### src/rtl/svc_rst_seq_pkg.sv
// -----------------------------------------------------------------------------
// svc_rst_seq_pkg
// Shared definitions for the reset sequencer:
//   - FSM state encodings (plain localparams plus a matching enum type)
//   - default parameter values and the counter widths derived from them
//   - cnt_w(): width helper for counters that count 0..n-1
//   - reset_count saturation limit
// -----------------------------------------------------------------------------
package svc_rst_seq_pkg;

   // FSM state encodings
   localparam logic [1:0] ST_HOLD      = 2'd0;
   localparam logic [1:0] ST_WAIT_LOCK = 2'd1;
   localparam logic [1:0] ST_RELEASE   = 2'd2;
   localparam logic [1:0] ST_RUN       = 2'd3;

   typedef enum logic [1:0] {
      HOLD      = ST_HOLD,
      WAIT_LOCK = ST_WAIT_LOCK,
      RELEASE   = ST_RELEASE,
      RUN       = ST_RUN
   } state_e;

   // Width of a counter that must reach the value n-1 (never narrower than 1)
   function automatic int cnt_w(input int n);
      return (n < 2) ? 1 : $clog2(n);
   endfunction

   // Default configuration
   localparam int DEF_NUM_STAGES   = 3;
   localparam int DEF_HOLD_CYCLES  = 16;
   localparam int DEF_STAGE_GAP    = 4;
   localparam int DEF_LOCK_TIMEOUT = 1024;
   localparam int DEF_WDT_CYCLES   = 65536;

   // Counter widths for the default configuration
   localparam int HOLD_CNT_W = $clog2(DEF_HOLD_CYCLES);
   localparam int GAP_CNT_W  = $clog2(DEF_STAGE_GAP);
   localparam int TO_CNT_W   = $clog2(DEF_LOCK_TIMEOUT);
   localparam int WDT_CNT_W  = $clog2(DEF_WDT_CYCLES);

   // reset_count saturates here and never wraps
   localparam int RESET_COUNT_MAX = 255;
   localparam int RESET_COUNT_W   = 8;

endpackage

### src/rtl/svc_sat_counter.sv
// -----------------------------------------------------------------------------
// svc_sat_counter
// Generic up-counter with synchronous clear and enable that stops at MAX.
// Ports:
//   i_clk    clock
//   i_rst    synchronous active-high reset (count -> 0)
//   i_clr    synchronous clear (count -> 0), dominates i_en
//   i_en     count enable; ignored once the count equals MAX
//   o_count  current count
// -----------------------------------------------------------------------------
module svc_sat_counter #(
   parameter int WIDTH = 8,
   parameter int MAX   = 255
) (
   input  logic             i_clk,
   input  logic             i_rst,
   input  logic             i_clr,
   input  logic             i_en,
   output logic [WIDTH-1:0] o_count
);

   localparam logic [WIDTH-1:0] MAX_V = WIDTH'(MAX);

   logic [WIDTH-1:0] r_count;

   always_ff @(posedge i_clk) begin
      if (i_rst || i_clr) begin
         r_count <= '0;
      end else if (i_en && (r_count != MAX_V)) begin
         r_count <= r_count + 1'b1;
      end
   end

   assign o_count = r_count;

endmodule

### src/rtl/svc_rst_seq.sv
// -----------------------------------------------------------------------------
// svc_rst_seq
// Reset sequencer: holds all domain resets, waits for clock lock, then
// releases stage_rst[0..NUM_STAGES-1] in ascending order STAGE_GAP cycles
// apart and raises ready. Lock loss or a software request in RELEASE/RUN
// reasserts every stage on the next edge and restarts from HOLD.
//
// Optional feature (macro SVC_RST_SEQ_WDT_EN): a RUN-state watchdog that
// restarts the sequence after WDT_CYCLES cycles without a wdt_kick.
//
// Ports:
//   clk          system clock
//   rst          synchronous active-high raw reset
//   locked       clock source stable
//   sw_rst_req   single-cycle software reset request
//   wdt_kick     watchdog kick (SVC_RST_SEQ_WDT_EN only)
//   wdt_fired    sticky watchdog-fired flag (SVC_RST_SEQ_WDT_EN only)
//   stage_rst    per-domain resets, active-high, bit 0 released first
//   ready        all stages released and sequencer in RUN
//   lock_fail    sticky lock-timeout flag, cleared only by rst
//   reset_count  saturating count of sw/watchdog-triggered resets
// -----------------------------------------------------------------------------
module svc_rst_seq
   import svc_rst_seq_pkg::*;
#(
   parameter int NUM_STAGES   = DEF_NUM_STAGES,
   parameter int HOLD_CYCLES  = DEF_HOLD_CYCLES,
   parameter int STAGE_GAP    = DEF_STAGE_GAP,
   parameter int LOCK_TIMEOUT = DEF_LOCK_TIMEOUT,
   parameter int WDT_CYCLES   = DEF_WDT_CYCLES
) (
   input  logic                  clk,
   input  logic                  rst,
   input  logic                  locked,
   input  logic                  sw_rst_req,
`ifdef SVC_RST_SEQ_WDT_EN
   input  logic                  wdt_kick,
   output logic                  wdt_fired,
`endif
   output logic [NUM_STAGES-1:0] stage_rst,
   output logic                  ready,
   output logic                  lock_fail,
   output logic [7:0]            reset_count
);

   localparam int HOLD_W = cnt_w(HOLD_CYCLES);
   localparam int GAP_W  = cnt_w(STAGE_GAP);
   localparam int TO_W   = cnt_w(LOCK_TIMEOUT);

   localparam logic [HOLD_W-1:0] HOLD_LAST = HOLD_W'(HOLD_CYCLES - 1);
   localparam logic [GAP_W-1:0]  GAP_LAST  = GAP_W'(STAGE_GAP - 1);
   localparam logic [TO_W-1:0]   TO_LAST   = TO_W'(LOCK_TIMEOUT - 1);

   logic [1:0]            r_state;
   logic [1:0]            w_next_state;
   logic [NUM_STAGES-1:0] r_stage_rst;
   logic [NUM_STAGES-1:0] w_stage_nxt;
   logic                  r_ready;
   logic                  r_lock_fail;

   logic [HOLD_W-1:0]     w_hold_cnt;
   logic [GAP_W-1:0]      w_gap_cnt;
   logic [TO_W-1:0]       w_to_cnt;
   logic [7:0]            w_rc_cnt;

   logic                  w_hold_done;
   logic                  w_gap_done;
   logic                  w_timeout;
   logic                  w_abort;
   logic                  w_all_rel;
   logic                  w_wdt_fire;
   logic                  w_rc_inc;

   // ---------------------------------------------------------------------
   // Event decode
   // ---------------------------------------------------------------------
   // A software request in HOLD restarts the count, so it also blocks the
   // HOLD -> WAIT_LOCK exit in the same cycle.
   assign w_hold_done = (r_state == ST_HOLD) && (w_hold_cnt == HOLD_LAST) && !sw_rst_req;
   assign w_gap_done  = (r_state == ST_RELEASE) && (w_gap_cnt == GAP_LAST);
   assign w_timeout   = (r_state == ST_WAIT_LOCK) && !locked && (w_to_cnt == TO_LAST);
   assign w_abort     = ((r_state == ST_RELEASE) || (r_state == ST_RUN)) &&
                        (!locked || sw_rst_req);
   assign w_all_rel   = (r_stage_rst == '0);
   assign w_rc_inc    = sw_rst_req || w_wdt_fire;

   // ---------------------------------------------------------------------
   // Next state and next stage vector
   // ---------------------------------------------------------------------
   always_comb begin
      w_next_state = r_state;
      case (r_state)
         ST_HOLD: begin
            if (w_hold_done) w_next_state = ST_WAIT_LOCK;
         end
         ST_WAIT_LOCK: begin
            if (w_timeout || sw_rst_req) w_next_state = ST_HOLD;
            else if (locked)             w_next_state = ST_RELEASE;
         end
         ST_RELEASE: begin
            if (w_abort)        w_next_state = ST_HOLD;
            else if (w_all_rel) w_next_state = ST_RUN;
         end
         ST_RUN: begin
            if (w_abort || w_wdt_fire) w_next_state = ST_HOLD;
         end
         default: w_next_state = ST_HOLD;
      endcase
   end

   // Releases only ever shift a zero in from bit 0, so stages can only
   // release in ascending order; any return to HOLD reasserts all of them.
   always_comb begin
      w_stage_nxt = r_stage_rst;
      if (w_next_state == ST_HOLD) begin
         w_stage_nxt = '1;
      end else if ((r_state == ST_WAIT_LOCK) && (w_next_state == ST_RELEASE)) begin
         w_stage_nxt = r_stage_rst << 1;
      end else if ((r_state == ST_RELEASE) && (w_next_state == ST_RELEASE) && w_gap_done) begin
         w_stage_nxt = r_stage_rst << 1;
      end else if (w_next_state == ST_RUN) begin
         w_stage_nxt = '0;
      end
   end

   always_ff @(posedge clk) begin
      if (rst) begin
         r_state     <= ST_HOLD;
         r_stage_rst <= '1;
         r_ready     <= 1'b0;
         r_lock_fail <= 1'b0;
      end else begin
         r_state     <= w_next_state;
         r_stage_rst <= w_stage_nxt;
         r_ready     <= (w_next_state == ST_RUN);
         r_lock_fail <= r_lock_fail || w_timeout;
      end
   end

   // ---------------------------------------------------------------------
   // Counters. Each one is held at zero outside its own state so that
   // every entry into that state starts counting from zero.
   // ---------------------------------------------------------------------
   svc_sat_counter #(.WIDTH(HOLD_W), .MAX(HOLD_CYCLES - 1)) u_hold_cnt (
      .i_clk   (clk),
      .i_rst   (rst),
      .i_clr   ((r_state != ST_HOLD) || sw_rst_req || w_hold_done),
      .i_en    (r_state == ST_HOLD),
      .o_count (w_hold_cnt)
   );

   svc_sat_counter #(.WIDTH(GAP_W), .MAX(STAGE_GAP - 1)) u_gap_cnt (
      .i_clk   (clk),
      .i_rst   (rst),
      .i_clr   ((r_state != ST_RELEASE) || w_gap_done),
      .i_en    (r_state == ST_RELEASE),
      .o_count (w_gap_cnt)
   );

   // Counts consecutive unlocked cycles; any locked cycle restarts it.
   svc_sat_counter #(.WIDTH(TO_W), .MAX(LOCK_TIMEOUT - 1)) u_to_cnt (
      .i_clk   (clk),
      .i_rst   (rst),
      .i_clr   ((r_state != ST_WAIT_LOCK) || locked || w_timeout),
      .i_en    ((r_state == ST_WAIT_LOCK) && !locked),
      .o_count (w_to_cnt)
   );

   svc_sat_counter #(.WIDTH(8), .MAX(RESET_COUNT_MAX)) u_rc_cnt (
      .i_clk   (clk),
      .i_rst   (rst),
      .i_clr   (1'b0),
      .i_en    (w_rc_inc),
      .o_count (w_rc_cnt)
   );

`ifdef SVC_RST_SEQ_WDT_EN
   localparam int WDT_W = cnt_w(WDT_CYCLES);
   localparam logic [WDT_W-1:0] WDT_LAST = WDT_W'(WDT_CYCLES - 1);

   logic [WDT_W-1:0] w_wdt_cnt;
   logic             r_wdt_fired;

   // Lowest priority restart source: lock loss and sw requests win.
   assign w_wdt_fire = (r_state == ST_RUN) && (w_wdt_cnt == WDT_LAST) &&
                       !wdt_kick && locked && !sw_rst_req;

   svc_sat_counter #(.WIDTH(WDT_W), .MAX(WDT_CYCLES - 1)) u_wdt_cnt (
      .i_clk   (clk),
      .i_rst   (rst),
      .i_clr   ((r_state != ST_RUN) || wdt_kick || w_wdt_fire),
      .i_en    (r_state == ST_RUN),
      .o_count (w_wdt_cnt)
   );

   always_ff @(posedge clk) begin
      if (rst) r_wdt_fired <= 1'b0;
      else     r_wdt_fired <= r_wdt_fired || w_wdt_fire;
   end

   assign wdt_fired = r_wdt_fired;
`else
   assign w_wdt_fire = 1'b0;
`endif

   assign stage_rst   = r_stage_rst;
   assign ready       = r_ready;
   assign lock_fail   = r_lock_fail;
   assign reset_count = w_rc_cnt;

endmodule

### config.mk
export PLATFORM = sky130hd
export DESIGN_NAME = svc_rst_seq
export DESIGN_NICKNAME = d
export VERILOG_FILES = /design/src/rtl/svc_rst_seq_pkg.sv /design/src/rtl/svc_sat_counter.sv /design/src/rtl/svc_rst_seq.sv
export SDC_FILE = /design/constraint.sdc
export NUM_CORES = 1
export LEC_CHECK = 0
export ABC_CLOCK_PERIOD_IN_PS = 4300
export CORE_MARGIN = 2
export CORE_UTILIZATION = 45
export DETAILED_ROUTE_END_ITERATION = 10
export GPL_ROUTABILITY_DRIVEN = 0
export PLACE_DENSITY = 0.67
export SYNTH_ARGS = -nofsm -noshare
export SYNTH_HDL_FRONTEND = slang
export SYNTH_SLANG_ARGS = --single-unit
### constraint.sdc
create_clock -name clk -period 4.3 [get_ports clk]
set_clock_uncertainty 0.15 [all_clocks]
set_input_delay 0.645 -clock clk [delete_from_list [all_inputs] [get_ports clk]]
set_output_delay 0.645 -clock clk [all_outputs]
set_load 0.02 [all_outputs]
# Word-level counts from Yosys, hierarchy flattened
# Cells that the tools add are included.
[totals] output_inout_bits=13 romBits=0 elab_cells=69 n_memories=0 ramBits=0 latch_bits=0 register_bits=31 inputBits=4
[classes] n_reduce_logical=33 n_div=0 n_bitwise=0 n_shift=0 mux=10 mul=0 magnitude_cmp=0 eq_ne=14 add_sub_neg=4
[ops] cell="logical AND 1 bit" count=13
[ops] cell="logical OR 1 bit" count=12
[ops] cell="2-to-1 mux 2 bit" count=6
[ops] cell="adder 10 x 1 -> 10 bit (second input constant)" count=1
[ops] cell="equality test 10 bit (second input constant)" count=1
[ops] cell="equality test 2 bit (second input constant)" count=5
[ops] cell="!= test 10 bit (second input constant)" count=1
[ops] cell="2-to-1 mux 3 bit" count=3
[ops] cell="adder 8 x 1 -> 8 bit (second input constant)" count=1
[ops] cell="!= test 8 bit (second input constant)" count=1
[ops] cell="case mux 2 bit (4 select lines)" count=1
[ops] cell="adder 4 x 1 -> 4 bit (second input constant)" count=1
[ops] cell="equality test 4 bit (second input constant)" count=1
[ops] cell="zero test 2 bit" count=2
[ops] cell="!= test 2 bit (second input constant)" count=2
[ops] cell="!= test 4 bit (second input constant)" count=1
[ops] cell="zero test 3 bit" count=1
[ops] cell="nonzero test 3 bit" count=1
[ops] cell="adder 2 x 1 -> 2 bit (second input constant)" count=1
[ops] cell="equality test 2 x 1 -> 1 bit (second input constant)" count=1
[ops] cell="zero test 1 bit" count=2
[ops] cell="!= test 2 x 1 -> 1 bit (second input constant)" count=1
[ops] cell="nonzero test 2 bit" count=1
[ops] cell="OR reduction 2 bit" count=1

# Logic depth before layout (Yosys ltp)
[depth] word_depth=11 mapped_depth=6 ltp_nobuf=5

# Cells and area by module
# From an unflattened synthesis, not the netlist that was laid out.
[hier_totals] hier_cells=178 hier_area_um2=1599.0
[modules_own_cells] mod="svc_sat_counter (u_to_cnt)" n_inst=1 seq_area_each_um2=200.2 area_each_um2=496.7 cells_each=57
[modules_own_cells] mod="svc_sat_counter (u_rc_cnt)" n_inst=1 seq_area_each_um2=160.2 area_each_um2=421.7 cells_each=48
[modules_own_cells] mod="svc_rst_seq" n_inst=1 seq_area_each_um2=140.1 area_each_um2=365.4 cells_each=44
[modules_own_cells] mod="svc_sat_counter (u_hold_cnt)" n_inst=1 seq_area_each_um2=80.1 area_each_um2=210.2 cells_each=21
[modules_own_cells] mod="svc_sat_counter (u_gap_cnt)" n_inst=1 seq_area_each_um2=40.0 area_each_um2=105.1 cells_each=8

# Worst setup path before layout
# OpenSTA, ideal clock, no wires.
[synth_timing] path_type="input-to-reg" from="input sw_rst_req" to="register r_stage_rst[0], in the netlist stage_rst[0]" arrival_ns=1.606 n_path_buf=1 t_required_ns=4.021 stages=5 path_slack_ns=2.415 setup_time_ns=0.129 cell_sequence="buf_2 -> or3_2 -> a2bb2oi_1 -> o22ai_1 -> o21ai_0"
[synth_via] elab_chain_cells=9 word_cells_on_any_way=20 cone_classes="eq/ne (2); mux (7); reduce/logical (11)"
[synth_lines] item="from (decl)" line="svc_rst_seq.sv:35" rtl="input logic sw_rst_req,"
[synth_lines] item="logical OR 1 bit / zero test 1 bit (equally long branches)" line="svc_rst_seq.sv:83, svc_rst_seq.sv:79"
[synth_lines] item="logical AND 1 bit, on equally long branches" line="svc_rst_seq.sv:82, svc_rst_seq.sv:79"
[synth_lines] item="2-to-1 mux 2 bit, on equally long branches" line="svc_rst_seq.sv:105, svc_rst_seq.sv:94, svc_rst_seq.sv:101"
[synth_lines] item="case mux 2 bit (4 select lines) (*)" line="svc_rst_seq.sv:92" rtl="case (r_state)"
[synth_lines] item="equality test 2 bit" line="svc_rst_seq.sv:117, svc_rst_seq.sv:119"
[synth_lines] item="logical AND 1 bit (2 in a row)" line="svc_rst_seq.sv:119" rtl="end else if ((r_state == ST_RELEASE) && (w_next_state == ST_RELEASE) && w_gap_done) begin"
[synth_lines] item="2-to-1 mux 3 bit" line="svc_rst_seq.sv:119"
[synth_lines] item="2-to-1 mux 3 bit" line="svc_rst_seq.sv:117" rtl="end else if ((r_state == ST_WAIT_LOCK) && (w_next_state == ST_RELEASE)) begin"
[synth_lines] item="to (signal assigned)" line="svc_rst_seq.sv:134" rtl="r_stage_rst <= w_stage_nxt;"
[synth_lines] item="to (decl)" line="svc_rst_seq.sv:56" rtl="logic [NUM_STAGES-1:0] r_stage_rst;"
# Mark *: on every way between the ends. The rest lies on a longest branch, timed or not.
# A chain may end at the register's enable or synchronous reset.

# Final worst setup path
[layout_timing] from="register u_rc_cnt.r_count[4], in the netlist u_rc_cnt.o_count[4]" to="output reset_count[4]"
[layout_lines] item="from (decl)" line="svc_sat_counter.sv:24" rtl="logic [WIDTH-1:0] r_count;"
[layout_lines] item="from (signal assigned)" line="svc_sat_counter.sv:30" rtl="r_count <= r_count + 1'b1;"
[layout_lines] item="to (decl)" line="svc_rst_seq.sv:43" rtl="output logic [7:0] reset_count"
# No word-level cell between the ends.

==> impl_metrics.tcl <==
set metrics [dict create \
    fin_tns_setup_ns 0 \
    pre_cts_ws_ns 1.747 \
    synth_area_leaders "dfxtp_1 46%, nor2_1 7.0%, xor2_1 5.2%, ha_1 3.7%, nand3_1 2.6%" \
    use_met3_pct 4.835 \
    cp.arrival_ns 1.48 \
    cts_max_path_buffers 2 \
    grt_max_degree 18 \
    num-fill-cells 271 \
    slew_headroom_pct 61.41 \
    critPathSlowestCell "clkdlybuf4s50_1" \
    area_growth_pct 16.91 \
    die-area_um2 3445 \
    dieHeight_um 58.70 \
    hold_path_class "reg2reg" \
    cap_violations 0 \
    diodes 0 \
    cpLargestDelayFamily "buffers and inverters" \
    cts.sinks 31 \
    min_period_ns 2.276 \
    finalMaxSlewViolations 0 \
    critPathBufInv 1 \
    ir_worst_vdd_uv 183.5 \
    grt_pass1_vias 1019 \
    end_kind "primary output" \
    syn_area_um2 1346 \
    core_um2 2805 \
    clkLatencyLatePin_ns 0.34 \
    path_clk_slew_ns 0.09 \
    crit_path_start_kind "flop" \
    drt-total-wl_mm 2.605 \
    cts_made_buffers 5 \
    drtIter0Drc 45 \
    drc 3 \
    drtAntennaViolNets 0 \
    crit_type "reg2out" \
    fp.dieW_um 58.70 \
    status "finished, violations left" \
    nNetsFinal 177 \
    yosys.area.top_type "dfxtp_1" \
    violations "DRC" \
    wl_per_cell_um 12.96 \
    total_power_mw 0.4752 \
    netlist_instances 150 \
    cts_root_buf "clkbuf_4" \
    yosysUniqueCellTypes 39 \
    grt.overflow.total 0 \
    antenna_found_initial 0 \
    via_count 1127 \
    cp_cell_sequence "clkdlybuf4s50_1" \
    cts_setup_buffers 0 \
    p_per_area_nw_per_um2 301.9 \
    grt_pass1_wl_mm 4.485 \
    ys_seq_elements 31 \
    initial_core_util_pct 47.99 \
    use_met2_pct 25.68 \
    synthesis.nets 158 \
    via_per_inst 5.607 \
    rsz0062_at_grt "no" \
    fmax_mhz 439.4 \
    ys_warn_count 0 \
    ctsHoldBuffers 0 \
    cp.required_ns 3.50 \
    use_met1_pct 21.76 \
    pin_count 17 \
    post-route-util_pct 56.11 \
    worst_slack_ns 2.024 \
    rows 19 \
    grt.busiest_layer "met2" \
    drive_above_1_share_pct 7.647 \
    htreeDepth 2 \
    register_area_um2 620.6 \
    multi_input_area_um2 690.7 \
    seq_area_frac_synth_pct 46.10 \
    period_share_pct 52.93 \
    cts_tree "yes" \
    cp_max_fo 8 \
    slowest_delay_ns 0.67 \
    hpwl_mm 1.879 \
    final_hold_viol_count 0 \
    cts_resized 0 \
    p_leak_nw 0.5768 \
    setup_viol_count_final 0 \
    first_pass_iters 7 \
    yosysTopAreaCellShare_pct 46.10 \
    worstMarginPinSlew_ns 0.5770 \
    grtUsageTotal_pct 17.29 \
    io_buffers 16 \
    synthesis.area_per_instance_um2 8.975 \
]
[worst register-to-register path, cell delays in order (launching register included)]
cell and delay [ns]:
dfxtp_1 0.38, ha_1 0.19, nand3_1 0.19, nor3_1 0.37, or3_1 0.38, nor2_1 0.10
[placed cells by master, fill, tap and decap left out, drive strengths merged, types with 4 or more instances in the layout]
cell,instances
nor3,7
nand2,8
dfxtp,31
clkdlybuf4s50,16
ha,4
xor2,8
clkbuf,5
or3,5
xnor2,4
nand3,7
nand4,5
nor2,25
o21ai,5
a21oi,4
[synthesized netlist by cell type, drive strengths merged]
cell type  instances
and3               3
and4               3
a21boi             1
a31oi              2
nand4              5
a2bb2oi            1
o211a              1
dfxtp             31
nor3               7
or2                3
xor2               8
nor3b              1
inv                3
or4                1
o211ai             1
nor4bb             1
nand3              7
xnor2              4
or3                5
o21bai             1
a21oi              4
or2b               1
buf                2
o21ai              5
clkbuf             2
nand2              8
a211oi             1
o22ai              1
nor2b              1
ha                 4
nor2              25
or3b               2
mux2i              3
nand3b             1
o31ai              1
[registers in the layout (all words and copies together), names as in the netlist]
signal and cells:
u_rc_cnt.o_count 8, r_state 2, u_gap_cnt.o_count 2, ready 1, u_to_cnt.o_count 10, u_hold_cnt.o_count 4, stage_rst 3, lock_fail 1
[final timing paths]
path,startpoint,to,slack (ns),depth (start not counted)
setup reg to reg,u_to_cnt.o_count[0]$_SDFFE_PP0P_,u_to_cnt.o_count[7]$_SDFFE_PP0P_,2.43,5
hold reg to reg,u_gap_cnt.o_count[0]$_SDFFE_PP0P_,u_gap_cnt.o_count[0]$_SDFFE_PP0P_,0.27,1
setup / recovery,u_rc_cnt.o_count[4]$_SDFFE_PP0P_,reset_count[4],2.02,1
hold / removal,u_gap_cnt.o_count[0]$_SDFFE_PP0P_,u_gap_cnt.o_count[0]$_SDFFE_PP0P_,0.27,1
[where the power goes]
group	switching (mW)	internal, mW	total (mW)
clock	0.0995	0.0607	0.160
combinational	0.0118	0.0101	0.0219
sequential	0.00340	0.290	0.293
[routing by layer]
| layer | wire length, um | share of wire, % |
|---|---|---|
| met2 | 1211 | 46 |
| met3 | 110 | 4.2 |
| met1 | 1232 | 47 |
| met4 | 51 | 2.0 |
| met5 | 0 | 0 |
[logic make-up (layout without fill, tap and decap cells)]
group / Yosys count / in the layout / share of synthesized area, %
xor+xnor: 12 / 12 / 7.807
mux: 3 / 3 / 2.231
fa+ha+maj: 4 / 4 / 3.718
flops: 31 / 31 / 46.10
buf+inv: 7 / 27 / 2.602
simple gates: 74 / 74 / 28.63
compound gates: 19 / 19 / 8.923
[metrics by stage]
step / instance area [um^2] / hold slack, ns / instances
after detailed placement: 1521 / 0.2667 / 193
after global routing: 1574 / 0.3078 / 201
after global placement: 1521 / 0.2564 / 193
final: 1574 / 0.2705 / 201
after floorplan: 1346 / 0.2462 / 150
after CTS: 1574 / 0.2796 / 201
[layout make-up]
type / instances / area share (%)
clock buffers: 5 / 2.385
clock inverters: 3 / 0.9539
well taps: 31 / 2.464
inverters: 3 / 0.7154
flip-flops and latches: 31 / 39.43
multi-input cells: 112 / 43.88
repair buffers: 16 / 10.17
(Power assumes the default switching activity.)
